## src/rtl/fifo_pkg.sv

```systemverilog
// Shared types and helpers for the FIFO read-side packer.
// Lane masks are built at the widest legal PACK and truncated by users.
package fifo_pkg;

    typedef enum logic [0:0] {
        RUN   = 1'b0,
        DRAIN = 1'b1
    } pk_state_e;

    localparam int MAX_PACK = 16;

    function automatic logic [MAX_PACK-1:0] keep_mask(input logic [4:0] cnt);
        keep_mask = (MAX_PACK'(1) << cnt) - MAX_PACK'(1);
    endfunction

endpackage

```

## src/rtl/fifo_rd_packer.sv

```systemverilog
// Pops a show-ahead FIFO and packs PACK entries per output word.
// A flush drains any residual lanes as a keep-masked last word.
module fifo_rd_packer #(
    parameter int DSIZE = 8,
    parameter int PACK  = 4
) (
    input  logic                  rclk,
    input  logic                  rrst,
    input  logic                  rempty,
    input  logic [DSIZE-1:0]      rdata,
    output logic                  rinc,
    input  logic                  flush,
    output logic                  flush_done,
    output logic                  m_valid,
    input  logic                  m_ready,
    output logic [DSIZE*PACK-1:0] m_data,
    output logic [PACK-1:0]       m_keep,
    output logic                  m_last
);
    import fifo_pkg::*;

    localparam int CW = $clog2(PACK);
    localparam int W  = DSIZE * PACK;

    logic [CW-1:0]   cnt;
    logic [W-1:0]    acc;
    pk_state_e       state;
    logic            out_free;
    logic            last_lane;
    logic            drain_empty;
    logic [PACK-1:0] part_keep;
    logic [W-1:0]    part_data;

    assign out_free    = !m_valid || m_ready;
    assign last_lane   = cnt == CW'(PACK - 1);
    assign drain_empty = (state == DRAIN) && rempty;
    assign rinc        = !rempty && (!last_lane || out_free) && !drain_empty;
    assign part_keep   = PACK'(keep_mask(5'(cnt)));

    // Stale accumulator lanes beyond cnt must never leak into a partial word.
    always_comb begin
        part_data = '0;
        for (int i = 0; i < PACK; i++) begin
            if (part_keep[i]) begin
                part_data[i*DSIZE +: DSIZE] = acc[i*DSIZE +: DSIZE];
            end
        end
    end

    always_ff @(posedge rclk) begin
        if (rrst) begin
            cnt        <= '0;
            acc        <= '0;
            state      <= RUN;
            m_valid    <= 1'b0;
            m_data     <= '0;
            m_keep     <= '0;
            m_last     <= 1'b0;
            flush_done <= 1'b0;
        end else begin
            flush_done <= 1'b0;
            if (m_valid && m_ready) begin
                m_valid <= 1'b0;
            end
            if (rinc) begin
                if (last_lane) begin
                    m_data  <= {rdata, acc[W-DSIZE-1:0]};
                    m_keep  <= '1;
                    m_last  <= 1'b0;
                    m_valid <= 1'b1;
                    cnt     <= '0;
                end else begin
                    acc[cnt*DSIZE +: DSIZE] <= rdata;
                    cnt <= cnt + CW'(1);
                end
            end
            unique case (state)
                RUN: begin
                    if (flush) begin
                        state <= DRAIN;
                    end
                end
                DRAIN: begin
                    if (rempty) begin
                        if (cnt == '0) begin
                            flush_done <= 1'b1;
                            state      <= RUN;
                        end else if (out_free) begin
                            m_data     <= part_data;
                            m_keep     <= part_keep;
                            m_last     <= 1'b1;
                            m_valid    <= 1'b1;
                            cnt        <= '0;
                            flush_done <= 1'b1;
                            state      <= RUN;
                        end
                    end
                end
                default: state <= RUN;
            endcase
        end
    end

endmodule

```

## config.mk

```make
export PLATFORM = sky130hd
export DESIGN_NAME = fifo_rd_packer
export DESIGN_NICKNAME = d
export VERILOG_FILES = /design/src/rtl/fifo_pkg.sv /design/src/rtl/fifo_rd_packer.sv
export SDC_FILE = /design/constraint.sdc
export NUM_CORES = 1
export LEC_CHECK = 0
export CORE_ASPECT_RATIO = 1.2
export CORE_UTILIZATION = 40
export DETAILED_ROUTE_END_ITERATION = 10
export DONT_BUFFER_PORTS = 1
export GPL_TIMING_DRIVEN = 0
export PLACE_DENSITY_LB_ADDON = 0.25
export SLEW_MARGIN = 20
export SYNTH_ARGS = -nofsm -noshare
export SYNTH_HDL_FRONTEND = slang
export SYNTH_SLANG_ARGS = --single-unit
```

## constraint.sdc

```tcl
create_clock -name rclk -period 7 [get_ports rclk]
set_clock_uncertainty 0.1 [all_clocks]
set_input_delay 2.1 -clock rclk [delete_from_list [all_inputs] [get_ports rclk]]
set_output_delay 2.1 -clock rclk [all_outputs]
set_load 0.005 [all_outputs]
```

==> out/metrics.yaml <==
power:
  combPwrFrac_pct: 6.0
  power.share.clock_pct: 42.9
  power.leakage_uw: 0.00103
  internal_power_uw: 592
  peakVddDrop_mv: 0.144
  p_seq_share_pct: 51.1
  switchingPower_uw: 168
  power_density_nw_per_um2: 275
  switching_share_pct: 22.1
clock_network:
  post_cts_buffers: 0
  cts_tree: "yes"
  ctsHtreeMaxLevel: 3
  clock_path_buffers: 2
  root_buffer: "clkbuf_8"
  clock_latency_ps: 330
  numCtsBuffers: 9
  cts-resized-gates: 0
  clock_sinks: 66
  cts.reportedPaths.clkPinSlew_ps: 60
  cts_hold_buffers: 0
logic_synthesis:
  yosys_warnings: 0
  synth-compound-area-share_pct: 14.8
  synth-simple-area-share_pct: 17.8
  synth_ff_type: "dfxtp_1"
  synth_top_area_share_pct: 53.7
  synth.most_common_cell: "dfxtp_1"
  synthArstFlopShare_pct: 0
  postSynthCellCount: 243
  synth.area.mux_share_pct: 6.51
  synth_xor_area_share_pct: 0
  synth_seq_cells: 66
  ys_top_cells_by_area: "dfxtp_1, nor2_1, a22oi_1, mux2i_1, ha_1"
  synth_top_family_by_area: "simple AND/OR/NAND/NOR gates"
  synthesis.area_sq_um: 2460
  yosysSeqAreaShare_pct: 53.7
  synth_cell_types: 27
  synth_fa_ha_area_share_pct: 3.56
  syn_area_per_cell_sq_um: 10.1
  synthTopCellsByCount: "dfxtp_1, nor2_1, a22oi_1, nand2_1, mux2i_1"
  syn_nets: 263
  synth_edf_count: 0
  yosysTopAreaCell: "dfxtp_1"
layout:
  nNetsFinal: 274
  diodes: 0
  layout.cells.non_filler: 338
  final_cell_area_sq_um: 2770
  area_growth_pct: 12.4
  fillCellCount: 568
  drive_above_1_share_pct: 10.5
timing:
  rsz0062_at_grt: "no"
  layout_setup_ws_ps: 2150
  finalSetupTns_ps: 0
  setup_violations: 0
  hold_violations: 0
  worst_slew_pin_slew_ps: 702
  finalCritPeriodShare_pct: 69.2
  period_needed_ps: 4850
  relSlewSlack_pct: 53.0
  drv_slew: 0
  hold_slack_ps: 378
  max_freq_ghz: 0.206
die:
  design.core.area_sq_um: 5780
  dieArea_sq_um: 6470
  io_pins: 53
  start_util_pct: 42.6
  core.rowCount: 30
  die_w_microns: 73.6
  die_h_microns: 87.9
routing:
  routedWlPerCell_microns: 16.1
  firstDrtPassIters: 4
  vias_per_cell: 5.17
  dr_total_vias: 1746
  finalWirelength_mm: 5.45
  drt-initial-drc-count: 84
  antenna_left: 0
  route.detailed.drc: 0
global_routing:
  grt_antenna_before_repair: 0
  grt_pass1_wl_mm: 8.49
  grt_pass1_vias: 1592
  grt_usage_pct: 18.2
  grt_overflow: 0
  grt_max_degree: 11
setup_path:
  required_ps: 4800
  crit_arrival_ps: 2650
  worst_setup_path_end_kind: "output port"
  crit_type: "primary input to output port"
  rr_worst_depth: 7
  cp_max_fo: 7
  startpoint_type: "primary input"
hold_path:
  hp-class: "flop to flop"
  min_path_cells: 2
placement:
  placedInstanceArea_sq_um: 2560
  dp_cells: 323
  place.gp.congestion: 0.720
  place_ws_ps: 2150
  dp_hpwl_mm: 3.84
  portBuffers: 0
outcome:
  status: "finished, final reports clean"
job:
  max-cap-violations: 0
-- power groups by stage --
| stage | Clock, uW | Combinational (uW) | Sequential, uW |
|---|---|---|---|
| 3_3_place_gp | 0 | 45.1 | 397 |
| 6_report | 325 | 45.6 | 388 |
| 3_5_place_dp | 0 | 45.7 | 397 |
| 5_1_grt | 350 | 50.3 | 389 |
| 2_1_floorplan | 0 | 37.1 | 395 |
| 4_1_cts | 332 | 45.7 | 388 |
-- area by class of cell --
| type | count | area [sq um] | share of cell area, % |
|---|---|---|---|
| flip-flops and latches | 66 | 1320 | 47.8 |
| multi-input cells | 160 | 1050 | 38.0 |
| clock buffers | 13 | 169 | 6.11 |
| well taps | 80 | 100 | 3.62 |
| plain buffers | 14 | 77.6 | 2.81 |
| clock inverters | 2 | 35.0 | 1.27 |
| inverters | 3 | 11.3 | 0.407 |
-- worst paths after layout --
path | from | endpoint | slack (ps)
setup / recovery | m_ready | rinc | 2150
hold reg to reg | m_data[28] | m_data[28] | 380
setup reg to reg | cnt[0] | m_data[4] | 4370
hold / removal | m_data[28] | m_data[28] | 380
-- layout by cell type, fill, tap and decap left out, drive strengths merged --
cell type / instances
clkbuf: 22
o21bai: 1
nor2: 52
nand2b: 3
or3b: 3
nor2b: 1
o21a: 1
or2: 1
nor3: 5
nor4b: 3
ha: 7
clkinv: 1
a22oi: 24
a31oi: 1
bufinv: 1
a21o: 1
a21oi: 12
or3: 1
mux2i: 16
nand3b: 1
nand2: 17
dfxtp: 66
o221a: 1
buf: 5
inv: 3
a22o: 8
o22ai: 1
-- state kept, by name, indices dropped and copies added (netlist names) --
signal,cells
acc,24
cnt,2
flush_done,1
m_data,32
m_keep,4
m_last,1
m_valid,1
state,1
-- cell families after synthesis --
kind of cell               after synthesis
AOI/OAI and AO/OA                       50
adders and majority gates                7
buffers and inverters                   17
DFF                                     66
muxes                                   16
and+or+nand+nor                         87
-- critical path, cell delays in order --
cell and delay [ps]:
nor2b_1 90, clkbuf_1 260, a21oi_1 200
-- through the flow --
stage	utilization, %	total power (uW)
floorplan	-	432
global placement	44.3	442
detailed placement	44.3	442
CTS	47.8	766
global route	47.8	789
finish	47.8	759
-- metal layers --
metal  up-vias  global-route usage (%)  part of all wire [%]
met5         -                       0                     0
met4         0                    9.97                   1.9
met3         8                    6.67                   6.2
met2        42                    28.2                    49
met1       824                    21.9                    43
li1        872                       -                     -
Note: power is estimated with default switching activity, not from simulation.
